[src/rtl/video_pattern_gen_pkg.sv]
// Shared definitions for the VGA test-pattern stage: 640x480 timing constants,
// pattern-select encodings and horizontal FSM states.
package video_pattern_gen_pkg;

    localparam int VGA_H_BP     = 48;
    localparam int VGA_H_ACTIVE = 640;
    localparam int VGA_V_BP     = 33;
    localparam int VGA_V_ACTIVE = 480;

    typedef enum logic [1:0] {
        MODE_SOLID  = 2'd0,
        MODE_BARS   = 2'd1,
        MODE_CHECK  = 2'd2,
        MODE_BORDER = 2'd3
    } mode_e;

    typedef enum logic [1:0] {
        HS_WAIT = 2'd0,
        HS_BP   = 2'd1,
        HS_ACT  = 2'd2,
        HS_FP   = 2'd3
    } hstate_e;

endpackage

[src/rtl/video_pattern_gen_sync_edge_det.sv]
// Registers one sync input and flags the cycle in which its pulse has just ended.
module sync_edge_det
    import video_pattern_gen_pkg::*;
#(
    parameter logic POL = 1'b0
) (
    input  logic clk_i,
    input  logic rst_i,
    input  logic sync_i,
    output logic end_o
);

    logic s_q;
    logic prev_q;

    // Both stages reset to the idle level so no false end is seen after reset
    always_ff @(posedge clk_i) begin
        if (rst_i) begin
            s_q    <= ~POL;
            prev_q <= ~POL;
        end else begin
            s_q    <= sync_i;
            prev_q <= s_q;
        end
    end

    assign end_o = (prev_q == POL) && (s_q != POL);

endmodule

[src/rtl/video_pattern_gen.sv]
// Rebuilds pixel position from H/V sync edges and drives 1-bit RGB test patterns
// with blanking; the pattern select is latched once per frame.
module video_pattern_gen
    import video_pattern_gen_pkg::*;
#(
    parameter int   H_BP     = VGA_H_BP,
    parameter int   H_ACTIVE = VGA_H_ACTIVE,
    parameter int   V_BP     = VGA_V_BP,
    parameter int   V_ACTIVE = VGA_V_ACTIVE,
    parameter logic SYNC_POL = 1'b0,
    parameter int   CNT_W    = 11
) (
    input  logic       CLK,
    input  logic       RESET,
    input  logic       H_SYNC,
    input  logic       V_SYNC,
    input  logic [1:0] MODE,
    output logic       RED,
    output logic       GREEN,
    output logic       BLUE,
    output logic       ACTIVE,
    output logic       FRAME_START
);

    localparam logic [CNT_W-1:0] CNT_MAX    = '1;
    localparam logic [CNT_W-1:0] H_BP_LAST  = CNT_W'(H_BP - 1);
    localparam logic [CNT_W-1:0] H_ACT_LAST = CNT_W'(H_BP + H_ACTIVE - 1);
    localparam logic [CNT_W-1:0] H_OFS      = CNT_W'(H_BP);
    localparam logic [CNT_W-1:0] V_FIRST    = CNT_W'(V_BP);
    localparam logic [CNT_W-1:0] V_STOP     = CNT_W'(V_BP + V_ACTIVE);
    localparam logic [CNT_W-1:0] X_LAST     = CNT_W'(H_ACTIVE - 1);
    localparam logic [CNT_W-1:0] Y_LAST     = CNT_W'(V_ACTIVE - 1);
    localparam logic [CNT_W-1:0] BAR_W      = CNT_W'(H_ACTIVE / 8);

    logic h_end;
    logic v_end;

    hstate_e          state_q,    state_d;
    logic [CNT_W-1:0] h_cnt_q,    h_cnt_d;
    logic [CNT_W-1:0] line_cnt_q, line_cnt_d;
    logic             v_locked_q, v_locked_d;
    mode_e            mode_q,     mode_d;
    logic [2:0]       rgb_q,      rgb_d;
    logic             active_q,   active_d;
    logic             fs_q,       fs_d;

    logic             vis;
    logic [CNT_W-1:0] pix_x;
    logic [CNT_W-1:0] pix_y;

    function automatic logic [CNT_W-1:0] sat_inc(input logic [CNT_W-1:0] v);
        return (v == CNT_MAX) ? v : v + 1'b1;
    endfunction

    function automatic logic [2:0] pattern(input mode_e md,
                                           input logic [CNT_W-1:0] px,
                                           input logic [CNT_W-1:0] py);
        logic [2:0] bar;
        logic       c;
        logic [2:0] pat;
        bar = 3'(px / BAR_W);
        c   = px[5] ^ py[5];
        unique case (md)
            MODE_SOLID: pat = 3'b100;
            MODE_BARS:  pat = 3'd7 - bar;
            MODE_CHECK: pat = {3{c}};
            default:    pat = (px == '0 || px == X_LAST || py == '0 || py == Y_LAST)
                              ? 3'b111 : 3'b000;
        endcase
        return pat;
    endfunction

    sync_edge_det #(.POL(SYNC_POL)) u_hdet (
        .clk_i  (CLK),
        .rst_i  (RESET),
        .sync_i (H_SYNC),
        .end_o  (h_end)
    );

    sync_edge_det #(.POL(SYNC_POL)) u_vdet (
        .clk_i  (CLK),
        .rst_i  (RESET),
        .sync_i (V_SYNC),
        .end_o  (v_end)
    );

    // Horizontal FSM; h_end restarts the line from any state
    always_comb begin
        state_d = state_q;
        h_cnt_d = h_cnt_q;
        unique case (state_q)
            HS_WAIT: state_d = HS_WAIT;
            HS_BP:   if (h_cnt_q >= H_BP_LAST)  state_d = HS_ACT;
            HS_ACT:  if (h_cnt_q >= H_ACT_LAST) state_d = HS_FP;
            HS_FP:   state_d = HS_FP;
            default: state_d = HS_WAIT;
        endcase
        if (state_q != HS_WAIT) begin
            h_cnt_d = sat_inc(h_cnt_q);
        end
        if (h_end) begin
            state_d = HS_BP;
            h_cnt_d = '0;
        end
    end

    // Line tracking; v_end takes priority over a coincident h_end
    always_comb begin
        line_cnt_d = line_cnt_q;
        v_locked_d = v_locked_q;
        mode_d     = mode_q;
        fs_d       = 1'b0;
        if (h_end) begin
            line_cnt_d = sat_inc(line_cnt_q);
        end
        if (v_end) begin
            line_cnt_d = '0;
            v_locked_d = 1'b1;
            mode_d     = mode_e'(MODE);
            fs_d       = 1'b1;
        end
    end

    assign vis   = v_locked_q && (state_q == HS_ACT) &&
                   (line_cnt_q >= V_FIRST) && (line_cnt_q < V_STOP);
    assign pix_x = h_cnt_q - H_OFS;
    assign pix_y = line_cnt_q - V_FIRST;

    always_comb begin
        active_d = vis;
        rgb_d    = vis ? pattern(mode_q, pix_x, pix_y) : 3'b000;
    end

    // Counter stage -> output stage: RGB/ACTIVE trail the counters by one cycle
    always_ff @(posedge CLK) begin
        if (RESET) begin
            state_q    <= HS_WAIT;
            h_cnt_q    <= '0;
            line_cnt_q <= '0;
            v_locked_q <= 1'b0;
            mode_q     <= MODE_SOLID;
            rgb_q      <= 3'b000;
            active_q   <= 1'b0;
            fs_q       <= 1'b0;
        end else begin
            state_q    <= state_d;
            h_cnt_q    <= h_cnt_d;
            line_cnt_q <= line_cnt_d;
            v_locked_q <= v_locked_d;
            mode_q     <= mode_d;
            rgb_q      <= rgb_d;
            active_q   <= active_d;
            fs_q       <= fs_d;
        end
    end

    assign {RED, GREEN, BLUE} = rgb_q;
    assign ACTIVE             = active_q;
    assign FRAME_START        = fs_q;

endmodule

[config.mk]
export PLATFORM = sky130hd
export DESIGN_NAME = video_pattern_gen
export DESIGN_NICKNAME = d
export VERILOG_FILES = /design/src/rtl/video_pattern_gen_pkg.sv /design/src/rtl/video_pattern_gen_sync_edge_det.sv /design/src/rtl/video_pattern_gen.sv
export SDC_FILE = /design/constraint.sdc
export NUM_CORES = 1
export LEC_CHECK = 0
export BUFFER_PORTS_ARGS = -buffer_cell sky130_fd_sc_hd__buf_4
export CAP_MARGIN = 10
export CELL_PAD_IN_SITES_DETAIL_PLACEMENT = 0
export CELL_PAD_IN_SITES_GLOBAL_PLACEMENT = 1
export CORE_UTILIZATION = 40
export DETAILED_ROUTE_END_ITERATION = 10
export PLACE_DENSITY_LB_ADDON = 0.05
export SYNTH_ARGS = -nofsm -noshare
export SYNTH_HDL_FRONTEND = slang
export SYNTH_HIERARCHICAL = 1
export SYNTH_SLANG_ARGS = --single-unit
[constraint.sdc]
create_clock -name CLK -period 2.8 [get_ports CLK]
set_input_delay 0.28 -clock CLK [delete_from_list [all_inputs] [get_ports CLK]]
set_output_delay 0.28 -clock CLK [all_outputs]
set_load 0.05 [all_outputs]
==> results of run 1 <==
-- worst reg2reg max path, delay by kind of cell, from the launching register on --
| kind | cells | cell delay [ns] |
|---|---|---|
| AO/OA/AOI/OAI | 4 | 0.90 |
| flip-flops | 1 | 0.35 |
| buffers and inverters | 1 | 0.12 |
| multiplexers | 1 | 0.18 |
| adder cells (fa/ha/maj) | 1 | 0.22 |
| AND/OR/NAND/NOR | 2 | 0.78 |
-- state kept, by name, summed over array words and instances, names as in the netlist, 2 cells and up --
name        flops
line_cnt_q     11
rgb_q           3
mode_q          2
h_cnt_q        11
state_q         2
-- layout by cell type (no fill, tap or decap), drive strengths merged, types with 8 or more instances in the layout --
cell type,n
nand2,20
nor2,43
xor2,12
nand3,8
a21oi,15
inv,19
nand4,9
xnor2,17
o21ai,8
nor3,8
dfxtp,36
buf,25
ha,8
-- Yosys cell counts (2+ instances only) --
cell	count
nor2_1	43
dfxtp_1	36
nor3_1	8
and3_1	5
o41ai_1	2
nand2_1	20
or2_1	5
a31oi_1	2
a32oi_1	2
nand4_1	9
xor2_1	12
mux2i_1	5
nor4_1	5
or3_1	2
a2111oi_0	2
o21ai_0	8
nor2b_1	3
o31ai_1	3
a211o_1	2
a41oi_1	2
o22ai_1	3
and2_1	3
nand3_1	8
buf_1	2
clkbuf_1	12
a21o_1	2
xnor2_1	17
or2_2	2
a31o_2	3
ha_1	8
buf_2	4
o2111ai_1	2
a221oi_1	4
inv_1	19
a21oi_1	15
nor3b_1	2
-- per-stage QoR --
stage                     utilization (%)  setup slack [ns]
after floorplan                         -             0.405
after global placement               46.0             0.276
after detailed placement             46.0             0.132
after CTS                            47.7             0.118
after global routing                 47.8           0.00425
final                                47.8             0.174
-- worst min path at each step --
stage                           from                        to  slack (ns)
2_1_floorplan                  RESET   state_q[0]$_SDFFE_PP0P_        0.35
4_1_cts                       H_SYNC     u_hdet/s_q$_SDFF_PP1_        0.16
5_1_grt                       V_SYNC     u_vdet/s_q$_SDFF_PP1_        0.17
6_report                      V_SYNC     u_vdet/s_q$_SDFF_PP1_        0.17
3_5_place_dp   u_vdet/s_q$_SDFF_PP1_  u_vdet/prev_q$_SDFF_PP1_        0.41
3_3_place_gp   u_vdet/s_q$_SDFF_PP1_  u_vdet/prev_q$_SDFF_PP1_        0.41
-- power breakdown --
group	switching [mW]	leakage, nW	total [mW]	internal [mW]
clock network	0.177	0.0503	0.396	0.219
logic	0.0306	0.703	0.0553	0.0247
registers	0.00475	0.291	0.524	0.519
-- layer usage --
layer	vias up	share of wire [%]	global-route usage [%]
met3	6	3.7	3.43
met4	0	1.3	5.09
met2	34	42	28.9
li1	1113	-	-
met5	-	0	0
met1	1004	53	27.4
-- area by class of cell --
class	instances	area share (%)
clock buffer	7	3.57
inverter	20	2.78
multi-input combinational	231	56.7
sequential	36	26.7
tap	72	3.34
timing repair buffer	25	6.95
-- cell families (layout without fill, tap and decap cells) --
| kind of cell | after synthesis | after routing |
|---|---|---|
| flops | 36 | 36 |
| buf+inv | 39 | 52 |
| fa+ha+maj | 9 | 9 |
| mux | 7 | 7 |
| compound gates | 67 | 67 |
| xor+xnor | 29 | 29 |
| simple gates | 119 | 119 |
==> results.md, run 1 <==
* DRC violations left at 0
* Placement Cell Area at 0.00260 mm^2
* Fin crit share at 93.8%
* Cell variety after synth at 60
* Gate Count Post-Synth at 306
* Final HPWL from detailed placement at 4310 um
* Slew headroom at 63.4%
* Share of post-route cells with drive strength above 1 at 13.2%
* Placer's final routability congestion estimate at 0.871
* Setup crit end kind: flop
* Clock Sinks at 36
* RSZ-0062 raised after global routing: no
* Hold Violations, Final at 0
* Seq/Total Area, Yosys at 30.0%
* Hold buffers post-CTS at 0
* Cell family with most CP delay: compound AO/OA/AOI/OAI gates
* Top post-synthesis cells by area: dfxtp_1 (30%), nor2_1 (6.7%), xnor2_1 (6.2%)
* Number of buffers and inverters on the critical path at 1
* Slew Limit Fails at 0
* Synth top area share at 30.0%
* Register area at 721 um^2
* Status: complete, no violations
* Total power at 0.975 mW
* Yosys top cell by area: dfxtp_1
* Largest net degree at the start of global routing at 14
* Placed cell count at 384
* Multi-input gate area at 0.00153 mm^2
* FF-to-FF Start: line_cnt_q[1]$_SDFFE_PP0P_
* Vias per cell at 5.52
* Adder-Cell Fraction of Synth Area at 4.58%
* Sum of negative setup slack at 0 ns
* Reg2reg setup slack at 0.17 ns
* Synth Area in Compound Gates at 21.0%
* CTS HTree Levels at 2
* Hold path cells at 2
* Worst EP arrival at 2.83 ns
* ANT cells at 0
* CP cell instances: inv_1 -> ha_1 -> or4b_4 -> a211o_1 -> a2111oi_2 -> mux2_1 -> a221oi_1 -> or2_1 -> o22ai_1
* Post-Synth XOR/XNOR Area at 10.6%
* WL final at 5710 um
* Simple-Gate Fraction of Synth Area at 24.2%
* #FFs+latches synth at 36
* Die X at 79.5 um
* Initial Utilization at 42.6%
* Worst-case clock skew at 0.00326 ns
* First-pass GRT wire length at 9480 um
* VDD IR max at 0.000247 V
* CP peak stage delay at 0.52 ns
* Crit path to: rgb_q[1]$_SDFF_PP0_
* Number of global-route vias before repair at 1965
* Drt pass-1 iters at 4
* Initial antenna violation count at 0
* Post-synthesis mux area share at 3.02%
* TritonCTS clock tree: yes
* Port Buffers at 10
* CP Launch Point: line_cnt_q[1]$_SDFFE_PP0P_
* F_max at 381 MHz
* FILL cells at 592
* Iter 0 DRT Violations at 158
* Crit. path cell count at 9
* Root buffer cell: clkbuf_8
* Fin cells at 391
* Worst R2R Path Depth at 9
* Hold Crit Class: in2reg
* Max cap viols at 0
* Post-route ant nets at 0
* Hold_ws at 0.175 ns
* Mapped Area at 0.00240 mm^2
* Post-synth ARST share at 0%
* Reg2reg end: rgb_q[1]$_SDFF_PP0_
* CP max FO at 6
* Syn_nets at 320
* Clock Pin Slew Worst Setup and Hold Paths at 0.07 ns
* Fin nets at 333
* Setup crit start kind: flop
* DR vias at 2157
* Yosys warnings at 6
* CP Class: reg2reg
* Post-CTS sizing at 0
* Avg Cell Area, Syn at 7.85 um^2
* GRT Overall Usage at 19.1%
* Overflow after GRT at 0
* Final-report setup violation count at 0
* CP required at 3.00 ns
* Area growth, synth to finish at 12.3%
* Largest family of logic cells by synthesized area: simple AND/OR/NAND/NOR gates
* Die Y at 79.5 um
* Core area at 0.00564 mm^2
* Worst slew pin tran at 0.545 ns
* Clk buf depth at 2
* Boundary Pins at 11
* Post-route cell area at 0.00270 mm^2
* Final min period at 2.63 ns
* Slowest-stage cell, CP: or4b_4
* Power Density at 361 mW/mm^2
* Num rows at 27
* Post-CTS Setup Bufs at 0
* Clk Latency, worst-skew pair at 0.28 ns
* Synth Flop Type: dfxtp_1
* Number of synthesized flops with an enable pin at 0
* Wire per inst at 14.6 um
* Die area at 0.00632 mm^2
* CTS buffer count at 5
* Leak pwr at 1.05 nW
Note: power is estimated with default switching activity, not from simulation.
==> run 2, diff against run 1 <==
--- a/config.mk
+++ b/config.mk
@@ -5,6 +5,7 @@
 export SDC_FILE = /design/constraint.sdc
 export NUM_CORES = 1
 export LEC_CHECK = 0
+export ABC_AREA = 1
 export BUFFER_PORTS_ARGS = -buffer_cell sky130_fd_sc_hd__buf_4
 export CAP_MARGIN = 10
 export CELL_PAD_IN_SITES_DETAIL_PLACEMENT = 0
==> run 2 against run 1 <==
  * Sequential share of layout area is 2.0 points higher
  * Largest cell class unchanged
  * Combinational power grew 0.9%
  * Cell count increased by 9.0%
  * Critical endpoint is now rgb_q[0]$_SDFF_PP0_
  * Critical path type unchanged
  * Highest routed layer unchanged
  * Non-clock buffer count is 14 lower
  * Routed wire length fell by 14%
==> results.md, run 2 <==
* Status: complete, no violations
* Hold path cells at 3 (+1)
* Core area at 0.00524 mm^2 (-7.2%)
* Placement Cell Area at 0.00240 mm^2 (-7.4%)
* GR Util met3 at 3.93% (+0.50 points)
* Yosys warnings at 6 (unchanged)
* Area growth, synth to finish at 12.0%
* Clk buf depth at 2 (unchanged)
* Fin nets at 369 (+11%)
* CTS buffer count at 5 (unchanged)
* Placed cell count at 418 (+8.9%)
* Cell variety after synth at 35 (-42%)
* Seq/Total Area, Yosys at 32.1% (+2.1 points)
* Slew headroom at 59.0% (-4.4 points)
* Num rows at 26 (-3.7%)
* Gate Count Post-Synth at 339 (+11%)
* Largest net degree at the start of global routing at 13 (-1)
* Most common cell after layout, fill and taps aside: nand2_1
* Die X at 76.9 um (-3.3%)
* Number of synthesized flops with an enable pin at 0 (unchanged)
* Largest family of logic cells by synthesized area: simple AND/OR/NAND/NOR gates
* Boundary Pins at 11 (unchanged)
* Synth Area in Compound Gates at 14.6% (-6.4 points)
* Placer's final routability congestion estimate at 0.883 (+1.4%)
* Worst-case clock skew at 0.00510 ns (+0.00184 ns)
* Initial antenna violation count at 0 (unchanged)
* Final-report setup violation count at 0 (unchanged)
* Syn_nets at 353 (+10%)
* Drt pass-1 iters at 4 (unchanged)
* First-pass GRT wire length at 8710 um (-8.1%)
* Mapped Area at 0.00224 mm^2 (-6.7%)
* Most crowded layer after global routing: met2
* Leak pwr at 1.07 nW (+2.5%)
* Overflow after GRT at 0 (unchanged)
* Die area at 0.00591 mm^2 (-6.5%)
* Register area at 721 um^2 (unchanged)
* TritonCTS clock tree: yes
* Multi-input gate area at 0.00129 mm^2 (-16%)
* Top flop regs: h_cnt_q x11, line_cnt_q x11, rgb_q x3
* Top cells by count, synth: nand2_1 (65), inv_1 (54), dfxtp_1 (36), nor2_1 (33), nand3_1 (29)
* Port Buffers at 10 (unchanged)
* Post-CTS sizing at 0 (unchanged)
* DR vias at 2119 (-1.8%)
* Final min period at 2.33 ns (-0.294 ns)
* Initial Utilization at 42.8% (+0.23 points)
* Synth top area share at 32.1% (+2.1 points)
* Post-CTS Setup Bufs at 0 (unchanged)
* Iter 0 DRT Violations at 172 (+8.9%)
* CP required at 3.01 ns (about the same)
* Root buffer cell: clkbuf_8
* Sum of negative setup slack at 0 ns (unchanged)
* Hold path start: V_SYNC
* FF-to-FF Start: h_cnt_q[4]$_SDFFE_PP0P_
* Hold_ws at 0.175 ns (+0.000497 ns)
* Yosys top cell by area: dfxtp_1
* Setup crit start kind: flop
* Worst R2R Path Depth at 17 (+8)
* WL final at 4920 um (-14%)
* Share of post-route cells with drive strength above 1 at 13.2% (+0.036 points)
* Top post-synthesis cells by area: dfxtp_1 (32%), nand2_1 (11%), inv_1 (9.0%)
* Commonest cells after routing, fill and taps aside: nand2_1 (65), inv_1 (54), dfxtp_1 (36), nor2_1 (33), nand3_1 (29)
* Fin cells at 426 (+9.0%)
* Post-synthesis mux area share at 0% (-3.0 points)
* DRC violations left at 0 (unchanged)
* Met1 usage at 26.5% (-0.94 points)
* Worst EP arrival at 2.54 ns (-0.29 ns)
* Hold Crit Class: in2reg
* Hold buffers post-CTS at 0 (unchanged)
* F_max at 429 MHz (+13%)
* Reg2reg end: rgb_q[0]$_SDFF_PP0_
* Wire per inst at 11.5 um (-21%)
* CP Class: reg2reg
* Reg2reg setup slack at 0.47 ns (+0.29 ns)
* FILL cells at 584 (-1.4%)
* Clk Latency, worst-skew pair at 0.28 ns (about the same)
* Hold Violations, Final at 0 (unchanged)
* Vias per cell at 4.97 (-9.8%)
* Final HPWL from detailed placement at 3800 um (-12%)
* Pre-CTS worst setup slack at 0.484 ns (+0.352 ns)
* Slew Limit Fails at 0 (unchanged)
* Power Density at 409 mW/mm^2 (+13%)
* #FFs+latches synth at 36 (unchanged)
* VDD IR max at 0.000327 V (+32%)
* Simple-Gate Fraction of Synth Area at 38.2% (+14 points)
* Avg Cell Area, Syn at 6.61 um^2 (-16%)
* Adder-Cell Fraction of Synth Area at 4.46% (-0.12 points)
* Number of global-route vias before repair at 1945 (-1.0%)
* Post-route ant nets at 0 (unchanged)
* Clock Sinks at 36 (unchanged)
* Die Y at 76.9 um (-3.3%)
* Post-synth ARST share at 0% (unchanged)
* Synth Flop Type: dfxtp_1
* CP max FO at 8 (+2)
* Setup crit end kind: flop
* Worst Slack Setup Final at 0.468 ns (+0.294 ns)
* Worst slew pin tran at 0.613 ns (+0.0679 ns)
* Max cap viols at 0 (unchanged)
* Worst hold endpoint: u_vdet/s_q$_SDFF_PP1_
* Post-route cell area at 0.00251 mm^2 (-7.0%)
* ANT cells at 0 (unchanged)
* Fin crit share at 83.3% (-11 points)
* GR Layer Usage met2 at 27.6% (-1.3 points)
* CTS HTree Levels at 2 (unchanged)
* RSZ-0062 raised after global routing: no
* Post-Synth XOR/XNOR Area at 0.391% (-10 points)
* Clock Pin Slew Worst Setup and Hold Paths at 0.07 ns (about the same)
* GRT Overall Usage at 18.3% (-0.81 points)
* Most numerous cell in the Yosys netlist: nand2_1
run 2: cell count changes after synthesis, sizes merged, moves of 12 or more:
cell   change
nand3     +26
a21oi     +12
inv       +40
nand2     +56
xnor2     -17
run 2: worst max-delay path by stage:
stage                                     end                    start  cells after the start  slack (ns)
after floorplan           rgb_q[1]$_SDFF_PP0_  h_cnt_q[4]$_SDFFE_PP0P_                     17        0.78
after global placement    rgb_q[1]$_SDFF_PP0_  h_cnt_q[4]$_SDFFE_PP0P_                     18        0.52
after detailed placement  rgb_q[1]$_SDFF_PP0_  h_cnt_q[4]$_SDFFE_PP0P_                     19        0.48
after CTS                 rgb_q[1]$_SDFF_PP0_  h_cnt_q[4]$_SDFFE_PP0P_                     18        0.45
after global routing      rgb_q[0]$_SDFF_PP0_  h_cnt_q[4]$_SDFFE_PP0P_                     20        0.12
final                     rgb_q[0]$_SDFF_PP0_  h_cnt_q[4]$_SDFFE_PP0P_                     17        0.47
run 2: cells by family (layout without fill, tap and decap cells):
logic type	Yosys count	after routing
flops	36	36
buf+inv	61	78
compound gates	55	55
simple gates	178	178
xor+xnor	1	1
fa+ha+maj	8	8
run 2: per-layer routing:
layer / wire length [um] / share of wire (%)
met1: 2680 / 55
met2: 2040 / 42
met3: 173 / 3.5
met4: 21 / 0.43
met5: 0 / 0
run 2: cell type report:
cell class	instances	share of cell area, %
Clock buffer	6	2.89
Clock inverter	2	1.40
Inverter	59	8.82
Multi-Input combinational cell	242	51.4
Sequential cell	36	28.7
Tap cell	70	3.49
Timing Repair Buffer	11	3.29
run 2: through the flow:
step	total power [mW]	util, %
final	1.03	47.9
after global routing	1.08	47.9
after CTS	1.04	47.9
after detailed placement	0.593	45.9
after global placement	0.593	45.9
after floorplan	0.574	-
run 2: power breakdown:
group          switching [mW]  internal [mW]
sequential            0.00546          0.520
combinational          0.0361         0.0196
clock                   0.182          0.264
total                   0.223          0.804
run 2: worst max-delay path: stages (launching register included):
cell and delay [ns]:
dfxtp_1 0.46, ha_1 0.27, inv_1 0.13, nand2_2 0.08
nand2_1 0.06, nand2_2 0.11, nand3_1 0.15, nand3_2 0.12
nand2_2 0.07, nand2_2 0.07, nand2_2 0.06, nand2_2 0.09
inv_2 0.05, nand3_1 0.07, nand2_1 0.09, nor3_1 0.15
nand3_1 0.10, a21oi_1 0.13
==> run 3, diff against run 2 <==
==> constraint.sdc (replaced) <==
create_clock -name CLK -period 2.2 [get_ports CLK]
set_input_delay 0.22 -clock CLK [delete_from_list [all_inputs] [get_ports CLK]]
set_output_delay 0.22 -clock CLK [all_outputs]
set_load 0.05 [all_outputs]
==> run 3 against run 2 <==
  * Combinational power up 40%
  * Sequential cell count unchanged
  * Hold slack worse by 0.072 ns
  * Design area up 12%
  * Critical endpoint unchanged
  * Largest power group unchanged
==> results.md, run 3 (synthesis results as in run 2) <==
* Largest net degree at the start of global routing at 13 (unchanged)
* Worst-case clock skew at 0.00657 ns (+0.00147 ns)
* Setup crit start kind: flop
* Clock Sinks at 36 (unchanged)
* Status: complete, no violations
* Placement Cell Area at 0.00252 mm^2 (+5.0%)
* WL final at 5290 um (+7.5%)
* Worst EP arrival at 2.24 ns (-0.30 ns)
* Max cap viols at 0 (unchanged)
* Hold Violations, Final at 0 (unchanged)
* TritonCTS clock tree: yes
* Reg2reg end: rgb_q[0]$_SDFF_PP0_
* Final min period at 2.06 ns (-0.268 ns)
* Number of global-route vias before repair at 1899 (-2.4%)
* Hold_ws at 0.103 ns (-0.0724 ns)
* Die area at 0.00591 mm^2 (unchanged)
* Fin nets at 388 (+5.1%)
* Hold buffers post-CTS at 0 (unchanged)
* Final-report setup violation count at 0 (unchanged)
* Setup crit end kind: flop
* Hold path cells at 3 (unchanged)
* Boundary Pins at 11 (unchanged)
* Initial antenna violation count at 0 (unchanged)
* Post-route ant nets at 0 (unchanged)
* Slew Limit Fails at 0 (unchanged)
* CP required at 2.38 ns (-0.63 ns)
* Iter 0 DRT Violations at 133 (-23%)
* Worst Slack Setup Final at 0.136 ns (-0.332 ns)
* F_max at 484 MHz (+13%)
* Root buffer cell: clkbuf_8
* Commonest cells after routing, fill and taps aside: nand2_1 (58), inv_1 (52), dfxtp_1 (31), nor2_1 (29), buf_4 (29)
* VDD IR max at 0.000497 V (+52%)
* Fin crit share at 93.8% (+11 points)
* CP max FO at 8 (unchanged)
* Most common cell after layout, fill and taps aside: nand2_1
* Post-route cell area at 0.00281 mm^2 (+12%)
* FILL cells at 528 (-9.6%)
* CTS buffer count at 5 (unchanged)
* DRC violations left at 0 (unchanged)
* CTS HTree Levels at 2 (unchanged)
* Clk Latency, worst-skew pair at 0.29 ns (about the same)
* Pre-CTS worst setup slack at 0.0829 ns (-0.401 ns)
* Core area at 0.00524 mm^2 (unchanged)
* Wire per inst at 11.9 um (+2.9%)
* Overflow after GRT at 0 (unchanged)
* Register area at 729 um^2 (+1.2%)
* First-pass GRT wire length at 8490 um (-2.6%)
* Initial Utilization at 42.8% (unchanged)
* Hold path start: V_SYNC
* Placer's final routability congestion estimate at 0.877 (-0.76%)
* Clk buf depth at 2 (unchanged)
* CP Launch Point: h_cnt_q[7]$_SDFFE_PP0P_
* Num rows at 26 (unchanged)
* Worst slew pin tran at 0.601 ns (-0.0120 ns)
* Hold Crit Class: in2reg
* Power Density at 495 mW/mm^2 (+21%)
* Worst hold endpoint: u_vdet/s_q$_SDFF_PP1_
* RSZ-0062 raised after global routing: yes
* Die Y at 76.9 um (unchanged)
* Port Buffers at 10 (unchanged)
* Final HPWL from detailed placement at 3970 um (+4.4%)
* Worst R2R Path Depth at 18 (+1)
* Share of post-route cells with drive strength above 1 at 25.6% (+12 points)
* Reg2reg setup slack at 0.14 ns (-0.33 ns)
* Top flop regs: h_cnt_q x11, line_cnt_q x11, rgb_q x3
* Leak pwr at 1.24 nW (+15%)
* ANT cells at 0 (unchanged)
* CP Class: reg2reg
* Die X at 76.9 um (unchanged)
* Slew headroom at 59.8% (+0.80 points)
* Total power at 1.39 mW (+36%)
* Clock Pin Slew Worst Setup and Hold Paths at 0.08 ns (about the same)
* FF-to-FF Start: h_cnt_q[7]$_SDFFE_PP0P_
* Area growth, synth to finish at 25.5%
* GRT Overall Usage at 17.9% (-0.39 points)
* DR vias at 2226 (+5.0%)
* Drt pass-1 iters at 5 (+1)
* Multi-input gate area at 0.00142 mm^2 (+9.8%)
* Vias per cell at 5.00 (+0.56%)
==> run 3: how the worst max path moves through the flow <==
stage	end	slack, ns	cells past startpoint
after detailed placement	rgb_q[0]$_SDFF_PP0_	0.08	18
after floorplan	rgb_q[1]$_SDFF_PP0_	0.18	17
after global routing	rgb_q[1]$_SDFF_PP0_	-0.04	18
after CTS	rgb_q[0]$_SDFF_PP0_	0.05	18
after global placement	rgb_q[1]$_SDFF_PP0_	0.11	18
final	rgb_q[0]$_SDFF_PP0_	0.14	18
==> run 3: repair_timing <==
item,4_1_cts,5_1_grt
resized for setup,0,41
buffers inserted,0,3
setup endpoints to repair,0,6
==> run 3: final cells by class <==
| type | count | share of cell area [%] |
|---|---|---|
| clock buffer | 7 | 3.42 |
| timing repair buffer | 30 | 8.14 |
| clock inverter | 1 | 1.07 |
| sequential | 36 | 25.9 |
| multi-input combinational | 242 | 50.4 |
| tap | 70 | 3.11 |
| inverter | 59 | 7.96 |
==> run 3: where the power goes <==
part | internal (mW) | leakage [nW] | switching (mW) | total [mW]
logic | 0.0297 | 0.876 | 0.0483 | 0.0779
registers | 0.660 | 0.294 | 0.00567 | 0.666
clock network | 0.400 | 0.0645 | 0.249 | 0.649
total | 1.09 | 1.24 | 0.303 | 1.39
==> run 3: per-stage QoR <==
step	TNS (ns)	util (%)	std cells
2_1_floorplan	0	-	339
3_3_place_gp	0	48.2	434
3_5_place_dp	0	48.2	434
4_1_cts	0	50.6	442
5_1_grt	-0.0880	53.7	445
6_report	0	53.7	445
==> run 3: routing by layer <==
layer / part of all wire, % / wire (um) / global-route usage, %
met1: 53 / 2790 / 26.3
met2: 42 / 2220 / 25.3
met3: 3.7 / 198 / 3.33
met4: 1.6 / 83 / 6.92
met5: 0 / 0 / 0
==> run 3: critical path, stage by stage, from the launching register on <==
cell and delay (ns):
dfxtp_4 0.37, nor2_4 0.23, nand3_2 0.14, nand2_4 0.13, nor2_4 0.05, nand2_4 0.07
nand3_2 0.06, nand2_2 0.09, nand2_2 0.06, nand2_2 0.07, nand3_2 0.09, nand2_4 0.11
nand2_4 0.07, nand2_2 0.06, nand2_2 0.06, nor2_2 0.09, nand2_1 0.06, nand3_1 0.06
a21oi_1 0.07
